File: src/rtl/game_pkg.sv
// Shared game-flow types and default constants.
// Imported by the game controller and its helpers.
package game_pkg;

  typedef enum logic [2:0] {
    START,
    ARM,
    PLAYING,
    PAUSED,
    GAMEOVER,
    DISARM
  } game_state_t;

  localparam int DEF_START_LIVES = 1;
  localparam int DEF_MAX_LIVES   = 9;

endpackage

File: src/rtl/rise_detect.sv
// Rising-edge detector for a level-held button.
// Ports: clk_in, rst_in (sync high), level_in, rise_out.
module rise_detect (
  input  logic clk_in,
  input  logic rst_in,
  input  logic level_in,
  output logic rise_out
);

  logic level_q;

  always_ff @(posedge clk_in) begin
    if (rst_in) level_q <= 1'b0;
    else        level_q <= level_in;
  end

  assign rise_out = level_in & ~level_q;

endmodule

File: src/rtl/game_ctrl.sv
// Game-flow controller: arm, play, pause, game over, re-arm.
// Ports: clk_in/rst_in, strobes pulse/died/got_powerup, buttons
// jump/pause_btn; registered status flags and counters out.
module game_ctrl
  import game_pkg::*;
#(
  parameter int TIME_W       = 12,
  parameter int LIVES_W      = 4,
  parameter int START_LIVES  = DEF_START_LIVES,
  parameter int MAX_LIVES    = DEF_MAX_LIVES,
  parameter int INVULN_TICKS = 3,
  parameter int LEVEL_TICKS  = 30,
  parameter int LEVEL_W      = 3
) (
  input  logic               clk_in,
  input  logic               rst_in,
  input  logic               pulse,
  input  logic               died,
  input  logic               got_powerup,
  input  logic               jump,
  input  logic               pause_btn,
  output logic               playing,
  output logic               paused,
  output logic               game_over,
  output logic               reset_game,
  output logic               invulnerable,
  output logic [TIME_W-1:0]  time_alive,
  output logic [TIME_W-1:0]  best_time,
  output logic [LIVES_W-1:0] num_lives,
  output logic [LEVEL_W-1:0] level
);

  localparam int TICK_W =
    (LEVEL_TICKS < 3) ? 1 : $clog2(LEVEL_TICKS);
  localparam int INV_W =
    (INVULN_TICKS < 2) ? 1 : $clog2(INVULN_TICKS + 1);

  game_state_t        state;
  logic [TICK_W-1:0]  tick_cnt;
  logic [INV_W-1:0]   inv_cnt;
  logic               pause_rise;

  logic [TIME_W-1:0]  t_nxt;
  logic [TIME_W-1:0]  best_nxt;
  logic [LEVEL_W-1:0] lvl_nxt;
  logic [TICK_W-1:0]  tick_nxt;
  logic [INV_W-1:0]   inv_nxt;
  logic [LIVES_W-1:0] lives_nxt;
  logic               hit;
  logic               fatal;

  rise_detect u_pause (
    .clk_in   (clk_in),
    .rst_in   (rst_in),
    .level_in (pause_btn),
    .rise_out (pause_rise)
  );

  // Next counter values for one PLAYING cycle.
  always_comb begin
    t_nxt     = time_alive;
    lvl_nxt   = level;
    tick_nxt  = tick_cnt;
    inv_nxt   = inv_cnt;
    lives_nxt = num_lives;
    fatal     = 1'b0;
    hit       = died & ~invulnerable;
    if (pulse) begin
      if (time_alive != '1) t_nxt = time_alive + 1'b1;
      if (tick_cnt == TICK_W'(LEVEL_TICKS - 1)) begin
        tick_nxt = '0;
        if (level != '1) lvl_nxt = level + 1'b1;
      end else begin
        tick_nxt = tick_cnt + 1'b1;
      end
      if (inv_cnt != '0) inv_nxt = inv_cnt - 1'b1;
    end
    // A hit and a powerup in one cycle cancel out.
    unique case (1'b1)
      got_powerup & ~hit: begin
        if (num_lives < LIVES_W'(MAX_LIVES))
          lives_nxt = num_lives + 1'b1;
      end
      hit & ~got_powerup: begin
        if (num_lives <= LIVES_W'(1)) begin
          fatal = 1'b1;
        end else begin
          lives_nxt = num_lives - 1'b1;
          inv_nxt   = INV_W'(INVULN_TICKS);
        end
      end
      default: ;
    endcase
    best_nxt = (t_nxt > best_time) ? t_nxt : best_time;
  end

  always_ff @(posedge clk_in) begin
    if (rst_in) begin
      state        <= START;
      playing      <= 1'b0;
      paused       <= 1'b0;
      game_over    <= 1'b0;
      reset_game   <= 1'b1;
      invulnerable <= 1'b0;
      time_alive   <= '0;
      best_time    <= '0;
      num_lives    <= LIVES_W'(START_LIVES);
      level        <= '0;
      tick_cnt     <= '0;
      inv_cnt      <= '0;
    end else begin
      unique case (state)
        START: begin
          time_alive   <= '0;
          level        <= '0;
          tick_cnt     <= '0;
          inv_cnt      <= '0;
          invulnerable <= 1'b0;
          num_lives    <= LIVES_W'(START_LIVES);
          if (jump) begin
            state      <= ARM;
            reset_game <= 1'b0;
          end
        end
        ARM: begin
          if (!jump) begin
            state   <= PLAYING;
            playing <= 1'b1;
          end
        end
        PLAYING: begin
          time_alive <= t_nxt;
          level      <= lvl_nxt;
          tick_cnt   <= tick_nxt;
          num_lives  <= lives_nxt;
          if (fatal) begin
            state        <= GAMEOVER;
            playing      <= 1'b0;
            game_over    <= 1'b1;
            inv_cnt      <= '0;
            invulnerable <= 1'b0;
            best_time    <= best_nxt;
          end else begin
            inv_cnt      <= inv_nxt;
            invulnerable <= (inv_nxt != '0);
            if (pause_rise) begin
              state   <= PAUSED;
              playing <= 1'b0;
              paused  <= 1'b1;
            end
          end
        end
        PAUSED: begin
          if (pause_rise) begin
            state   <= PLAYING;
            playing <= 1'b1;
            paused  <= 1'b0;
          end
        end
        GAMEOVER: begin
          if (jump) state <= DISARM;
        end
        DISARM: begin
          if (!jump) begin
            state        <= START;
            game_over    <= 1'b0;
            reset_game   <= 1'b1;
            time_alive   <= '0;
            level        <= '0;
            tick_cnt     <= '0;
            inv_cnt      <= '0;
            invulnerable <= 1'b0;
            num_lives    <= LIVES_W'(START_LIVES);
          end
        end
        default: begin
          state        <= START;
          playing      <= 1'b0;
          paused       <= 1'b0;
          game_over    <= 1'b0;
          reset_game   <= 1'b1;
          invulnerable <= 1'b0;
          inv_cnt      <= '0;
        end
      endcase
    end
  end

endmodule

File: config.mk
export PLATFORM = sky130hd
export DESIGN_NAME = game_ctrl
export DESIGN_NICKNAME = d
export VERILOG_FILES = /design/src/rtl/game_pkg.sv /design/src/rtl/rise_detect.sv /design/src/rtl/game_ctrl.sv
export SDC_FILE = /design/constraint.sdc
export NUM_CORES = 1
export LEC_CHECK = 0
export CAP_MARGIN = 15
export CORE_MARGIN = 4
export CORE_UTILIZATION = 50
export DETAILED_ROUTE_END_ITERATION = 16
export HOLD_SLACK_MARGIN = 0.05
export PLACE_DENSITY = 0.71
export SYNTH_ARGS = -nofsm -noshare
export SYNTH_HDL_FRONTEND = slang
export SYNTH_HIERARCHICAL = 1
export SYNTH_SLANG_ARGS = --single-unit
export TNS_END_PERCENT = 10
File: constraint.sdc
create_clock -name clk_in -period 4.05 [get_ports clk_in]
set_input_delay 0.405 -clock clk_in [delete_from_list [all_inputs] [get_ports clk_in]]
set_output_delay 0.405 -clock clk_in [all_outputs]
set_load 0.01 [all_outputs]
==> results of run 1 <==
## power by group through the flow
| stage | sequential (mW) | clock [mW] | combinational [mW] |
|---|---|---|---|
| finish | 0.478 | 0.309 | 0.100 |
| floorplan | 0.487 | 0 | 0.0769 |
| CTS | 0.478 | 0.323 | 0.100 |
| global route | 0.480 | 0.338 | 0.112 |
| global placement | 0.489 | 0 | 0.100 |
| detailed placement | 0.489 | 0 | 0.100 |
## cells in the final DEF, fill, tap and decap left out, drive strengths merged, types with 6 or more instances in the layout
cell type      synthesis  routed
a21oi                 23      23
a22oi                 12      12
a31oi                  6       6
and2                   7       7
clkbuf                 5       8
clkdlybuf4s50          0      41
dfxtp                 47      47
ha                    22      22
inv                   22      22
mux2i                 12      12
nand2                 20      20
nand2b                21      21
nand3                  6       6
nand4                 15      15
nor2                  38      38
nor2b                  8       8
o21ai                 14      14
## registers in the layout, indices dropped and copies added (netlist names)
| signal | flops |
|---|---|
| best_time | 12 |
| game_over | 1 |
| inv_cnt | 2 |
| invulnerable | 1 |
| level | 3 |
| num_lives | 4 |
| paused | 1 |
| playing | 1 |
| reset_game | 1 |
| state | 3 |
| tick_cnt | 5 |
| time_alive | 12 |
| u_pause/level_q | 1 |
## kinds of logic (layout without fill, tap and decap cells)
group	after synthesis	after routing	synth area share
compound gates	76	76	0.1865
buf+inv	39	76	0.07062
xor+xnor	6	6	0.01745
mux	17	17	0.06107
fa+ha+maj	22	22	0.09140
simple gates	139	139	0.2605
flops	47	47	0.3124
## final timing paths
check | startpoint | slack (ps) | depth (start not counted) | endpoint
max | time_alive[1] | 660 | 10 | best_time[2]
min | invulnerable | 470 | 2 | invulnerable
max reg2reg | time_alive[1] | 660 | 10 | best_time[2]
min reg2reg | invulnerable | 470 | 2 | invulnerable
## through the flow
stage	setup slack [ps]	hold WS [ps]
after floorplan	920.7	457.9
after global placement	561.5	455.4
after detailed placement	436.8	460.7
after CTS	658.6	472.9
after global routing	368.3	491.3
final	657.5	466.8
## layout make-up
class | count | share of cell area
Timing Repair Buffer | 46 | 0.1265
Tap cell | 75 | 0.02665
Inverter | 22 | 0.02345
Sequential cell | 47 | 0.2672
Clock buffer | 8 | 0.02843
Multi-Input combinational cell | 260 | 0.5277
## routing by layer
layer / routed length (um) / vias to the layer above / part of all wire
met5: 0 / - / 0
met4: 128 / 0 / 0.020
met3: 256 / 11 / 0.039
met2: 3010 / 63 / 0.46
met1: 3090 / 1200 / 0.48
li1: - / 1309 / -
## worst min-delay path, cell delays in order, from the launching register on
cell,delay (ps)
dfxtp_1,320
nand2_1,50
a21oi_1,50
==> summary.md, run 1 <==
| Metric | Value |
|---|---|
| Result of the run | complete, no violations |
| GR met2 Demand/Resource | 0.3030 |
| Total routing resource utilization after global routing | 0.1875 |
| Synthesis warning total | 6 |
| Area growth syn-to-layout | 16.91% |
| Async set or reset register ratio after synthesis | 0 |
| Die outline height | 85.61 um |
| Met1 Resource Use GR | 0.2475 |
| Worst Skew | 3.819 ps |
| Setup CP Type | flop to flop |
| Wire length of the first global-routing pass | 11,390 um |
| Most used flip-flop cell after synthesis | dfxtp_1 |
| # clock sinks | 47 |
| Critical Path Sink Type | flop |
| Maximum buffer depth of the clock tree | 2 |
| Final standard cell utilization of the core | 0.5982 |
| Detailed Route Iter0 Violations | 125 |
| Area enclosed by the die boundary | 7329 um^2 |
| DRC Markers | 0 |
| Ordered cell list for the critical path | ha_1 -> nand4_1 -> or4_1 -> nand3_1 -> ha_1 -> a21oi_1 -> o21ai_1 -> a2111oi_2 -> a21oi_4 -> mux2_1 |
| # hold bufs at CTS | 0 |
| Number of vias per cell | 5.640 |
| Post-Place Cell Area | 3421 um^2 |
| Total via count in the routed design | 2,583 |
| Proportion of synthesized chip area in sequential cells | 0.3124 |
| Starting density of the core | 0.5117 |
| CP Launch Type | flop |
| H-tree levels | 2 |
| Post-synth top area share | 0.3124 |
| Net total in the final layout | 411 |
| Overall power | 0.8877 mW |
| Global route hottest layer | met2 |
| Total global routing overflow | 0 |
| Total of max-cap violations | 0 |
| Synthesized instance count | 346 |
| Int Pwr | 0.6694 mW |
| I/O pins | 43 |
| Bufs and invs on worst path | 0 |
| Most frequently used cell type in the post-synthesis netlist | dfxtp_1 |
| Switching Share | 0.2459 |
| Relative contribution of the clock network to total power | 0.348 |
| Combined area of the multi-input logic cells | 1858 um^2 |
| Area contributors post-synth | dfxtp_1 31%, ha_1 9.1%, nor2_1 4.7% |
| Cell with the largest stage delay on the worst path | or4_1 |
| DIE WIDTH | 85.61 um |
| Ratio of cells with drive above 1 in the final layout | 0.09399 |
| Antenna fix cells | 0 |
| Max-slew violation total from the final report | 0 |
| Endpoints failing setup | 0 |
| Wire length after detailed routing | 6485 um |
| Final TNS setup | 0 ps |
| TritonCTS clock tree | yes |
| Largest fanout on the critical path | 12 |
| Arrival @ worst endpoint | 3580 ps |
| Register bit count reported by yosys | 47 |
| Number of iterations in the first detailed-routing pass | 4 |
| Initial antenna violation count | 0 |
| Synthesized area per cell | 8.704 um^2 |
| TritonCTS Buffers | 5 |
| Sum of net half-perimeters after detailed placement | 4767 um |
| Global-route track usage on met3 | 0.03746 |
| Post-route insts no fill | 458 |
| Headroom to the max-slew limit | 0.3832 |
| Commonest cells in the synthesized netlist | 47 x dfxtp_1, 38 x nor2_1, 22 x ha_1, 22 x inv_1, 21 x nand2b_1 |
| Final critical-path required period | 3392 ps |
| Net switching power | 0.2183 mW |
| CP dominant cell by count | ha_1 |
| F_max | 294.8 MHz |
| Largest stage delay on the critical path | 540 ps |
| Leakage power figure | 1.268 nW |
| Worst path required time | 4240 ps |
| Area leader, netlist | dfxtp_1 |
| Net count after synthesis | 375 |
| Avg WL per Cell | 14.16 um |
| Power share of the sequential group | 0.538 |
| Clock root cell | clkbuf_8 |
| Total of fill cells in the finished design | 522 |
| Distinct cell type count of the synthesized netlist | 63 |
| Worst Tran Pin Value | 925.1 ps |
| Post-layout instance area | 3521 um^2 |
| Count of flip-flops with a built-in enable after synthesis | 0 |
| Pin count of the biggest net entering global routing | 57 |
| Number of port buffers | 42 |
| Standard-cell rows | 28 |
| Clock latency on the worst-skew pair | 300 ps |
| Setup repair after global routing missed its margin | false |
| Final weighted congestion in routability-driven placement | 0.8594 |
| Clk slew on worst S/H paths | 90 ps |
| Cell Count Post-Placement | 450 |
| Remaining antenna violation count | 0 |
| Number of buffers inserted by post-CTS setup repair | 0 |
| Total power density per cell area | 252.1 nW/um^2 |
| Logic gate share of total power | 0.113 |
| Number of hold-slack violations in the final timing report | 0 |
| Reg area | 940.9 um^2 |
| Largest delay contributor family on the critical path | compound AO/OA/AOI/OAI gates |
| Vias in the first global route | 2,494 |
| Worst VDD drop | 139.9 uV |
| Path type of the worst min-delay path | flop to flop |
| CTS-repair resized insts | 0 |
| Cell Area, Synth | 3012 um^2 |
| Area of the core | 5886 um^2 |
| Post-route clock period utilization | 0.8376 |
No activity file was read; power rests on OpenSTA's default activity.
==> run 2: changes to the inputs <==
Clock period 4.05 ns to 3.5 ns, I/O delays scaled along.
==> run 2 against run 1 <==
Against the previous run: sequential share of layout area decreased by 0.91 points; final cell count increased by 2.2%; final area increased by 3.5%; sequential power increased by 16%; clock-buffer cell count decreased by 3.
==> summary.md, run 2 (synthesized netlist as in run 1, its figures left out) <==
| Metric | Value |
|---|---|
| Number of buffers inserted by post-CTS setup repair | 0 |
| Vias in the first global route | 2,586 |
| CP Launch Point | time_alive[1] |
| Setup repair after global routing missed its margin | false |
| DRC Markers | 0 |
| Standard-cell rows | 28 |
| Number of iterations in the first detailed-routing pass | 4 |
| Number of hold-slack violations in the final timing report | 0 |
| Clock latency on the worst-skew pair | 300 ps |
| Final TNS setup | 0 ps |
| Total global routing overflow | 0 |
| Leakage power figure | 1.337 nW |
| Worst hold path startpoint | invulnerable |
| Clk slew on worst S/H paths | 100 ps |
| Relative contribution of the clock network to total power | 0.413 |
| Net switching power | 0.2650 mW |
| Reg-to-Reg Start | time_alive[1] |
| Path type of the worst min-delay path | flop to flop |
| Post-route clock period utilization | 0.9263 |
| Total routing resource utilization after global routing | 0.1990 |
| Die outline height | 85.61 um |
| Detailed Route Iter0 Violations | 184 |
| Worst Tran Pin Value | 891.6 ps |
| Commonest non-fill, non-tap cell in the layout | dfxtp_1 |
| Final critical-path required period | 3242 ps |
| Area of the core | 5886 um^2 |
| Antenna fix cells | 0 |
| Critical Path Sink Type | flop |
| Final weighted congestion in routability-driven placement | 0.8654 |
| Area enclosed by the die boundary | 7329 um^2 |
| F_max | 308.4 MHz |
| Clock root cell | clkbuf_8 |
| Pin count of the biggest net entering global routing | 34 |
| Switching Share | 0.2313 |
| Total via count in the routed design | 2,686 |
| Initial antenna violation count | 0 |
| Number of vias per cell | 5.739 |
| Max-slew violation total from the final report | 0 |
| Sum of net half-perimeters after detailed placement | 5097 um |
| Int Pwr | 0.8810 mW |
| Remaining antenna violation count | 0 |
| Headroom to the max-slew limit | 0.4044 |
| Result of the run | complete, no violations |
| TritonCTS Buffers | 5 |
| Worst path required time | 3690 ps |
| DIE WIDTH | 85.61 um |
| Total of max-cap violations | 0 |
| CP Launch Type | flop |
| Net total in the final layout | 421 |
| Worst VDD drop | 203.9 uV |
| Largest registers | best_time x12, time_alive x12, tick_cnt x5 |
| # clock sinks | 47 |
| Endpoints failing setup | 0 |
| TritonCTS clock tree | yes |
| Largest fanout on the critical path | 7 |
| Arrival @ worst endpoint | 3440 ps |
| Wire length after detailed routing | 6928 um |
| Area growth syn-to-layout | 21.02% |
| Starting density of the core | 0.5117 |
| Power share of the sequential group | 0.483 |
| Maximum buffer depth of the clock tree | 2 |
| Wire length of the first global-routing pass | 12,100 um |
| Logic gate share of total power | 0.104 |
| Total power density per cell area | 314.4 nW/um^2 |
| Most frequent cells in the layout | 47 x dfxtp_1, 41 x clkdlybuf4s50_1, 38 x nor2_1 |
| Slack of the critical path | 257.9 ps |
| Setup CP Type | flop to flop |
| Avg WL per Cell | 14.80 um |
| Cell Count Post-Placement | 460 |
| H-tree levels | 2 |
| Post-route insts no fill | 468 |
| Number of port buffers | 42 |
| Worst setup slack before clock tree synthesis | 38.58 ps |
| Ratio of cells with drive above 1 in the final layout | 0.1196 |
| Worst Skew | 13.48 ps |
| Total of fill cells in the finished design | 526 |
| I/O pins | 43 |
[run 2: changes by cell type in the layout (fill, tap and decap cells not counted)]
cell        previous run  this run
clkinvlp_4             0         1
clkbuf_1               1         0
a2111oi_4              0         1
buf_4                  4        14
a2111oi_2              1         0
bufinv_16              0         2
clkbuf_8               7         5
[run 2: final timing paths]
| check | endpoint | slack [ps] | depth (start not counted) |
|---|---|---|---|
| min reg2reg | invulnerable | 470 | 2 |
| max reg2reg | best_time[8] | 260 | 11 |
| min | invulnerable | 470 | 2 |
| max | best_time[8] | 260 | 11 |
[run 2: power groups by stage]
stage	logic (mW)	registers, mW	clock network, mW
floorplan	0.0890	0.563	0
global placement	0.118	0.566	0
detailed placement	0.119	0.566	0
CTS	0.120	0.554	0.484
global route	0.132	0.555	0.502
finish	0.119	0.553	0.474
[run 2: worst max-delay path, cell delays in order, from the launching register on]
cell and delay, ps:
dfxtp_1 480, ha_1 310, nand4_1 150, or4_1 520, nand3_1 140, ha_1 270
a21oi_1 200, o21ai_1 150, a2111oi_4 410, a21oi_4 160, buf_4 210, mux2i_1 120
[run 2: area by class of cell]
cell class / count / area (um^2) / share of cell area
clock buffer: 5 / 68.82 / 0.01888
timing repair buffer: 56 / 520.5 / 0.1428
sequential: 47 / 940.9 / 0.2582
clock inverter: 3 / 67.56 / 0.01854
multi-input combinational: 260 / 1871 / 0.5132
tap: 75 / 93.84 / 0.02575
inverter: 22 / 82.58 / 0.02266
[run 2: what timing repair did]
action | 4_1_cts | 5_1_grt
setup endpoints to repair | 0 | 10
hold buffers | 0 | 0
gates resized for setup | 0 | 1
[run 2: per-stage QoR]
stage                     utilization  cell area (um^2)  hold slack (ps)  total power, mW
after floorplan                     -              3012            414.3           0.6524
after global placement         0.5940              3496            453.3           0.6841
after detailed placement       0.5940              3496            467.8           0.6852
after CTS                      0.6171              3632            480.9            1.157
after global routing           0.6193              3645            512.4            1.190
final                          0.6193              3645            475.0            1.146
[run 2: layer usage]
metal  track usage  share of wire
met5             0              0
met4       0.07626          0.030
met3       0.04035          0.037
met2        0.3185           0.47
met1        0.2637           0.46
==> run 3: changes to the inputs <==
Settings changed: CORE_UTILIZATION 50 to 55, PLACE_DENSITY 0.71 to 0.77.
==> run 3 against run 2 <==
Against the previous run: sequential cell count unchanged; global-route usage up 3.0 points; combinational power about the same; register-to-register slack better by 70 ps; routed wire length down 0.97%; sequential share of layout area up 0.51 points.
==> summary.md, run 3 (synthesized netlist as in run 1, its figures left out) <==
| Metric | Value |
|---|---|
| DRC Markers | 0 |
| Number of iterations in the first detailed-routing pass | 4 |
| Bufs and invs on worst path | 2 |
| Clk slew on worst S/H paths | 90 ps |
| H-tree levels | 2 |
| Critical Path Sink Type | flop |
| Sum of net half-perimeters after detailed placement | 5151 um |
| Most frequent cells in the layout | 47 x dfxtp_1, 42 x clkdlybuf4s50_1, 38 x nor2_1 |
| TritonCTS Buffers | 5 |
| Remaining antenna violation count | 0 |
| Pin count of the biggest net entering global routing | 34 |
| TritonCTS clock tree | yes |
| Largest stage delay on the critical path | 520 ps |
| Result of the run | complete, no violations |
| Area enclosed by the die boundary | 6724 um^2 |
| CP Launch Type | input port |
| CTS-repair resized insts | 0 |
| Net total in the final layout | 420 |
| Max-slew violation total from the final report | 0 |
| Vias in the first global route | 2,607 |
| Commonest non-fill, non-tap cell in the layout | dfxtp_1 |
| Worst Tran Pin Value | 868.4 ps |
| Cell Count Post-Placement | 454 |
| Largest fanout on the critical path | 7 |
| Arrival @ worst endpoint | 3420 ps |
| Detailed Route Iter0 Violations | 184 |
| Path type of the worst min-delay path | flop to flop |
| Total routing resource utilization after global routing | 0.2289 |
| # hold bufs at CTS | 0 |
| Number of hold-slack violations in the final timing report | 0 |
| Ratio of cells with drive above 1 in the final layout | 0.1125 |
| Area of the core | 5205 um^2 |
| Area growth syn-to-layout | 18.70% |
| Largest registers | best_time x12, time_alive x12, tick_cnt x5 |
| Worst slack on hold paths | 476.9 ps |
| Initial antenna violation count | 0 |
| Final weighted congestion in routability-driven placement | 0.8414 |
| Total global routing overflow | 0 |
| Starting density of the core | 0.5786 |
| Avg WL per Cell | 14.88 um |
| Clock latency on the worst-skew pair | 310 ps |
| I/O pins | 43 |
| Leakage power figure | 1.311 nW |
| F_max | 313.7 MHz |
| Setup repair after global routing missed its margin | false |
| Standard-cell rows | 26 |
| # clock sinks | 47 |
| Endpoints failing setup | 0 |
| Post-route clock period utilization | 0.9108 |
| Final TNS setup | 0 ps |
| Antenna fix cells | 0 |
| Worst path required time | 3730 ps |
| Cell with the largest stage delay on the worst path | clkdlybuf4s50_1 |
| Die outline height | 82 um |
| Number of vias per cell | 5.746 |
| Setup slack, reg-to-reg | 330 ps |
| Final critical-path required period | 3188 ps |
| Number of buffers inserted by post-CTS setup repair | 0 |
| Largest delay contributor family on the critical path | compound AO/OA/AOI/OAI gates |
| Headroom to the max-slew limit | 0.4199 |
| Setup CP Type | input port to flop |
| Total of max-cap violations | 0 |
| Total via count in the routed design | 2,649 |
| Clock root cell | clkbuf_8 |
| Ordered cell list for the critical path | clkdlybuf4s50_1 -> nand3_1 -> nor4_1 -> mux2_2 -> ha_1 -> a21oi_1 -> o21ai_1 -> a2111oi_2 -> a21oi_4 -> buf_4 -> mux2i_1 |
| Wire length after detailed routing | 6861 um |
| Wire length of the first global-routing pass | 11,990 um |
| Maximum buffer depth of the clock tree | 2 |
| Worst VDD drop | 194.1 uV |
| Post-route insts no fill | 461 |
| Number of port buffers | 42 |
| Worst Skew | 8.733 ps |
| DIE WIDTH | 82 um |
| Total power density per cell area | 283.4 nW/um^2 |
run 3: cell types whose count changed in the layout (fill, tap and decap cells not counted), sizes merged:
cell | before | now
buf | 15 | 13
bufinv | 2 | 0
clkbuf | 5 | 6
clkdlybuf4s50 | 41 | 42
clkinv | 0 | 1
clkinvlp | 1 | 0
run 3: report_power, final:
group | switching, mW | leakage (nW) | internal, mW
clock network | 0.182 | 0.0470 | 0.155
logic | 0.0672 | 0.884 | 0.0548
registers | 0.0108 | 0.380 | 0.543
run 3: worst paths after layout:
check | start | end | cells past startpoint
max reg2reg | time_alive[4] | best_time[4] | 10
max | pulse | best_time[4] | 11
min reg2reg | level[1] | level[1] | 2
min | level[1] | level[1] | 2
run 3: routing by layer:
metal,global-route usage,up-vias,part of all wire
met5,0,-,0
met4,0.08140,0,0.021
met3,0.04167,13,0.050
met2,0.3805,74,0.47
met1,0.2954,1240,0.46
li1,-,1322,-
run 3: area by class of cell:
class,instances,area [um^2]
Sequential cell,47,940.9
Tap cell,70,87.58
Multi-Input combinational cell,260,1858
Fill cell,456,1630
Clock buffer,6,82.58
Inverter,22,82.58
Clock inverter,1,5.005
Timing Repair Buffer,55,518.0
run 3: stage by stage:
stage	total power [mW]	util	worst slack (ps)	cell area, um^2
floorplan	0.6524	-	370.7	3012
global placement	0.6847	0.6700	159.8	3487
detailed placement	0.6875	0.6700	14.02	3487
CTS	1.020	0.6868	323.9	3575
global route	1.063	0.6868	72.27	3575
finish	1.013	0.6868	312.3	3575
run 3: tightest hold or removal path, delay by kind of cell (launching register included):
kind | cells | cell delay (ps)
and+or+nand+nor | 1 | 60
DFF | 1 | 330
AOI/OAI and AO/OA | 1 | 50
